File: config.mk
export PLATFORM = sky130hd
export DESIGN_NAME = button_press_decoder
export DESIGN_NICKNAME = d
export VERILOG_FILES = /design/src/rtl/button_press_decoder.sv
export SDC_FILE = /design/constraint.sdc
export NUM_CORES = 1
export LEC_CHECK = 0
export CAP_MARGIN = 20
export CORE_UTILIZATION = 58
export DETAILED_ROUTE_END_ITERATION = 6
export PLACE_DENSITY = 0.76
export SYNTH_ARGS = -nofsm -noshare
export SYNTH_HDL_FRONTEND = slang
export SYNTH_SLANG_ARGS = --single-unit
File: constraint.sdc
create_clock -name clk -period 2.2 [get_ports clk]
set_clock_uncertainty 0.05 [all_clocks]
set_input_delay 0.44 -clock clk [delete_from_list [all_inputs] [get_ports clk]]
set_output_delay 0.44 -clock clk [all_outputs]
set_load 0.005 [all_outputs]
File: src/rtl/button_press_decoder.sv
// Button front end: 2-flop synchronizer, debouncer and short/long press classifier.
// Optional auto-repeat while a long press is held is built when PRESS_REPEAT_EN is defined.
module button_press_decoder #(
  parameter int DEBOUNCE_CYCLES = 240_000,
  parameter int LONG_CYCLES     = 24_000_000,
  parameter int REPEAT_CYCLES   = 6_000_000,
  parameter bit ACTIVE_LOW      = 1'b1
) (
  input  logic       clk,
  input  logic       rst_n,
  input  logic       button_in,
  output logic       held,
  output logic       pressed_pulse,
  output logic       short_pulse,
  output logic       long_pulse,
  output logic       repeat_pulse,
  output logic [1:0] o_dbg_state
);

  localparam int DB_W   = $clog2(DEBOUNCE_CYCLES + 1);
  localparam int HOLD_W = $clog2(LONG_CYCLES + 1);
  localparam logic [DB_W-1:0]   DB_LAST   = DB_W'(DEBOUNCE_CYCLES - 1);
  localparam logic [HOLD_W-1:0] HOLD_LAST = HOLD_W'(LONG_CYCLES - 1);
  localparam logic [HOLD_W-1:0] HOLD_MAX  = HOLD_W'(LONG_CYCLES);
  // Pin level that means "not pressed"; synchronizer flops reset to it.
  localparam logic REL_LVL = ACTIVE_LOW;

  generate
    if (DEBOUNCE_CYCLES < 2 || LONG_CYCLES <= DEBOUNCE_CYCLES || REPEAT_CYCLES < 1) begin : g_bad_params
      $error("button_press_decoder: illegal cycle parameters");
    end
  endgenerate

  typedef enum logic [1:0] {
    ST_RELEASED   = 2'd0,
    ST_HELD_SHORT = 2'd1,
    ST_HELD_LONG  = 2'd2
  } state_t;

  logic              r_sync1, r_sync2;
  logic              w_pressed;
  logic              r_db;
  logic [DB_W-1:0]   r_db_cnt;
  state_t            r_state, w_state_nxt;
  logic [HOLD_W-1:0] r_hold_cnt, w_hold_nxt;
  logic              w_press_nxt, w_short_nxt, w_long_nxt, w_repeat_nxt;
  logic              r_held, r_press, r_short, r_long, r_repeat;

  always_ff @(posedge clk or negedge rst_n) begin
    if (!rst_n) begin
      r_sync1 <= REL_LVL;
      r_sync2 <= REL_LVL;
    end else begin
      r_sync1 <= button_in;
      r_sync2 <= r_sync1;
    end
  end

  assign w_pressed = ACTIVE_LOW ? ~r_sync2 : r_sync2;

  // Any cycle of agreement restarts the count, so only an unbroken run of
  // DEBOUNCE_CYCLES mismatching cycles moves the debounced level.
  always_ff @(posedge clk or negedge rst_n) begin
    if (!rst_n) begin
      r_db     <= 1'b0;
      r_db_cnt <= '0;
    end else if (w_pressed != r_db) begin
      if (r_db_cnt == DB_LAST) begin
        r_db     <= w_pressed;
        r_db_cnt <= '0;
      end else begin
        r_db_cnt <= r_db_cnt + DB_W'(1);
      end
    end else begin
      r_db_cnt <= '0;
    end
  end

  always_comb begin
    w_state_nxt = r_state;
    w_hold_nxt  = r_hold_cnt;
    w_press_nxt = 1'b0;
    w_short_nxt = 1'b0;
    w_long_nxt  = 1'b0;
    case (r_state)
      ST_RELEASED: begin
        if (r_db) begin
          w_state_nxt = ST_HELD_SHORT;
          w_press_nxt = 1'b1;
          w_hold_nxt  = '0;
        end
      end
      ST_HELD_SHORT: begin
        // Release is checked first so it wins over a coincident long threshold.
        if (!r_db) begin
          w_state_nxt = ST_RELEASED;
          w_short_nxt = 1'b1;
        end else if (r_hold_cnt == HOLD_LAST) begin
          w_state_nxt = ST_HELD_LONG;
          w_long_nxt  = 1'b1;
        end else if (r_hold_cnt != HOLD_MAX) begin
          w_hold_nxt = r_hold_cnt + HOLD_W'(1);
        end
      end
      ST_HELD_LONG: begin
        if (!r_db) begin
          w_state_nxt = ST_RELEASED;
        end
      end
      default: begin
        w_state_nxt = ST_RELEASED;
      end
    endcase
  end

`ifdef PRESS_REPEAT_EN
  localparam int REP_W = $clog2(REPEAT_CYCLES + 1);
  localparam logic [REP_W-1:0] REP_LAST = REP_W'(REPEAT_CYCLES - 1);
  logic [REP_W-1:0] r_rep_cnt, w_rep_nxt;

  // Held at 0 until the long hold, so the first repeat lands one full period after long_pulse.
  always_comb begin
    w_rep_nxt    = r_rep_cnt;
    w_repeat_nxt = 1'b0;
    if (r_state != ST_HELD_LONG) begin
      w_rep_nxt = '0;
    end else if (r_db) begin
      if (r_rep_cnt == REP_LAST) begin
        w_repeat_nxt = 1'b1;
        w_rep_nxt    = '0;
      end else begin
        w_rep_nxt = r_rep_cnt + REP_W'(1);
      end
    end
  end

  always_ff @(posedge clk or negedge rst_n) begin
    if (!rst_n) r_rep_cnt <= '0;
    else        r_rep_cnt <= w_rep_nxt;
  end
`else
  assign w_repeat_nxt = 1'b0;
`endif

  always_ff @(posedge clk or negedge rst_n) begin
    if (!rst_n) begin
      r_state    <= ST_RELEASED;
      r_hold_cnt <= '0;
      r_held     <= 1'b0;
      r_press    <= 1'b0;
      r_short    <= 1'b0;
      r_long     <= 1'b0;
      r_repeat   <= 1'b0;
    end else begin
      r_state    <= w_state_nxt;
      r_hold_cnt <= w_hold_nxt;
      r_held     <= (w_state_nxt != ST_RELEASED);
      r_press    <= w_press_nxt;
      r_short    <= w_short_nxt;
      r_long     <= w_long_nxt;
      r_repeat   <= w_repeat_nxt;
    end
  end

  assign held          = r_held;
  assign pressed_pulse = r_press;
  assign short_pulse   = r_short;
  assign long_pulse    = r_long;
  assign repeat_pulse  = r_repeat;
  assign o_dbg_state   = r_state;

endmodule

==> flow_summary.yaml <==
logic_synthesis:
  ys_warn_count: 0
  ys_seq_area_share_pct: 47.5
  syn_area_per_cell_um2: 9.31
  synth_area_leaders: "sky130_fd_sc_hd__dfrtp_1 (46%), sky130_fd_sc_hd__nor2_1 (6.0%), sky130_fd_sc_hd__xor2_1 (5.7%)"
  synth_largest_area_cell: "sky130_fd_sc_hd__dfrtp_1"
  syn_nets: 301
  syn-cell-area_mm2: 0.00275
  synth_largest_type_area_fraction_pct: 45.6
  ys_types: 47
  cell_count_after_synthesis: 295
  yosys_reg_bits: 52
status:
  outcome: "completed"
global_route:
  global_route_wire_length_before_repair_um: 9680
  first_global_vias: 2085
  grtUsageTotal_pct: 24.8
  grt_remaining_overflow: 0
  grt_antenna_before_repair: 0
  grt_start_max_net_pins: 26
finish:
  design_area_final_mm2: 0.00306
  num-nets-final: 317
  layout.cells.non_filler: 364
  most-common-layout-cells: "sky130_fd_sc_hd__dfrtp_1 (50), sky130_fd_sc_hd__nor2_1 (44), sky130_fd_sc_hd__nand2_1 (25)"
  area_growth_syn_to_layout_pct: 11.6
  mostFrequentLayoutCell: "sky130_fd_sc_hd__dfrtp_1"
  layout-drive-gt1-share_pct: 9.94
  postLayoutCoreUtil_pct: 68.9
  antenna_cells: 0
timing:
  max_clock_freq_ghz: 0.482
  max_slew.worst_pin.slew_ns: 0.555
  timing.slew.headroom_pct: 63.0
  timing_hold_violations_final: 0
  finalMaxSlewViolations: 0
  layout_min_cycle_time_ns: 2.07
  total_negative_slack_ns: 0
  setup_violations: 0
  rsz0062_at_grt: "false"
  timing.final.crit_share_pct: 94.3
routing:
  detailroute.via_count: 2183
  viasPerCell: 6.00
  avgRoutedWirePerCell_um: 15.4
  routed_wl_um: 5620
  drc_errors: 0
  detailedRoute.firstPassIterationCount: 4
  first_iter_violations: 91
  final_antenna_net_count: 0
clock_tree:
  cts-hold-fix-buffers: 0
  cts.htree.levels: 2
  cts.clk_slew.worst_paths_ns: 0.09
  clockBufferDepth: 2
  clkLatencyLatePin_ns: 0.30
  post_cts_buffers: 0
  tritoncts.num_buffers: 5
  cts_sinks: 52
  post_cts_resize_count: 0
  clock_tree.root_cell: "sky130_fd_sc_hd__clkbuf_8"
  tritoncts_clock_tree: "built"
hold_path:
  hold_path.class: "input pin to async pin"
setup_path:
  data_arrival_critical_path_ns: 2.20
  crit_path_kind: "flop to flop"
  crit_chain: "nor4b_1 -> nand4_1 -> a21oi_4 -> buf_4 -> o211ai_1 -> o311ai_0"
  critPathTopFamily: "simple AND/OR/NAND/NOR gates"
  worst-path-max-fanout: 8
  setup.worst_path.end_class: "flop"
  worst_path_buf_inv: 1
  critical_path.startpoint_type: "flop"
  crit_path_max_incr_delay_ns: 0.47
  cp.required_ns: 2.32
  cpMaxStageDelayCell: "sky130_fd_sc_hd__dfrtp_1"
pwr:
  power.density_mw_per_mm2: 577
  power.static_leakage_uw: 0.00131
  vdd_ir_drop_max_v: 0.000297
place:
  dpl.hpwl_um: 3930
  gpl.final_weighted_congestion: 0.837
  numPlacedInstances: 356
  io_buf_count: 8
  detailed_place.area_mm2: 0.00293
die:
  die_height_um: 70.8
  die_w_um: 70.8
  std_cell_rows: 24
  design.die.area_mm2: 0.00501
  design.core.area_mm2: 0.00444
  floorplan.initialDensity_pct: 61.8
  ioPinCount: 10
job:
  max-cap-violations: 0
==> cell usage after synthesis, drive strengths merged <==
cell     instances
or2              1
nand4b           1
clkbuf           8
nand4           17
xor2            18
inv              8
o311a            1
a211o            1
o211ai           5
a21oi            6
and4b            1
a21o             1
nor4bb           2
nor4             4
o22ai            2
dfrtp           50
nor2b            2
dfstp            2
nor4b            4
mux2i            5
nor2            44
nand2b           2
buf              6
and3            11
nand2           25
xnor2            8
nand3           21
nand3b           1
conb             1
a31oi            3
and4             2
a21boi           1
or4              4
nand4bb          1
or3              1
nor3            15
ha               3
o21ai            5
a221o            1
o311ai           1
==> layout make-up <==
cell class,count,area (um2)
clock buffers,6,72.6
fillers,342,1380
inverters,8,30.0
repair buffers,23,188
clock inverters,2,60.1
multi-input cells,221,1340
flip-flops and latches,52,1300
well taps,52,65.1
==> path summary, 6_finish.rpt <==
| kind | start | endpoint | slack (ns) | cells past startpoint |
|---|---|---|---|---|
| worst max register to register | r_hold_cnt[11] | r_hold_cnt[4] | 0.13 | 6 |
| worst min-delay path | rst_n | r_db_cnt[16] | 0.07 | 1 |
| worst max-delay path | r_hold_cnt[11] | r_hold_cnt[4] | 0.13 | 6 |
| min in group clk | r_sync1 | r_sync2 | 0.32 | 0 |
| worst min register to register | r_sync1 | r_sync2 | 0.32 | 0 |
| max in group asynchronous | rst_n | r_hold_cnt[17] | 1.41 | 2 |
==> flip-flops by register name, summed over array words and instances (netlist names) <==
name	count
r_hold_cnt	25
r_db_cnt	18
o_dbg_state	2
held	1
long_pulse	1
pressed_pulse	1
r_db	1
r_sync1	1
r_sync2	1
short_pulse	1
==> per-layer routing <==
| layer | share of wire [%] | global-route usage (%) |
|---|---|---|
| met1 | 46 | 32.2 |
| met2 | 48 | 40.8 |
| met3 | 4.2 | 5.27 |
| met4 | 2.2 | 10.2 |
| met5 | 0 | 0 |
==> metrics by stage <==
| stage | setup slack (ns) | total power (uW) | hold slack, ns |
|---|---|---|---|
| finish | 0.126 | 1770 | 0.0665 |
| global route | 0.00171 | 1830 | 0.0933 |
| CTS | 0.0900 | 1790 | 0.0767 |
| detailed placement | 0.0892 | 1030 | 0.306 |
| global placement | 0.182 | 1030 | 0.297 |
| floorplan | 0.256 | 1000 | 0.0944 |
==> logic make-up (layout without fill, tap and decap cells) <==
logic type,count (synthesis),count (layout),share of synthesized area [%]
xor gates and xnor gates,26,26,8.30
muxes,5,5,1.82
other,1,1,0.137
DFF,52,52,47.5
buffers and inverters,22,39,3.74
AOI/OAI and AO/OA,27,27,6.84
adders and majority gates,3,3,1.37
and+or+nand+nor,159,159,30.3
==> power breakdown <==
part           leakage (uW)  internal (uW)  switching, uW
Sequential         0.000717            963           6.60
Clock             0.0000654            454            304
Combinational      0.000527           10.5           28.9
Power figures use the tool's default switching activity.
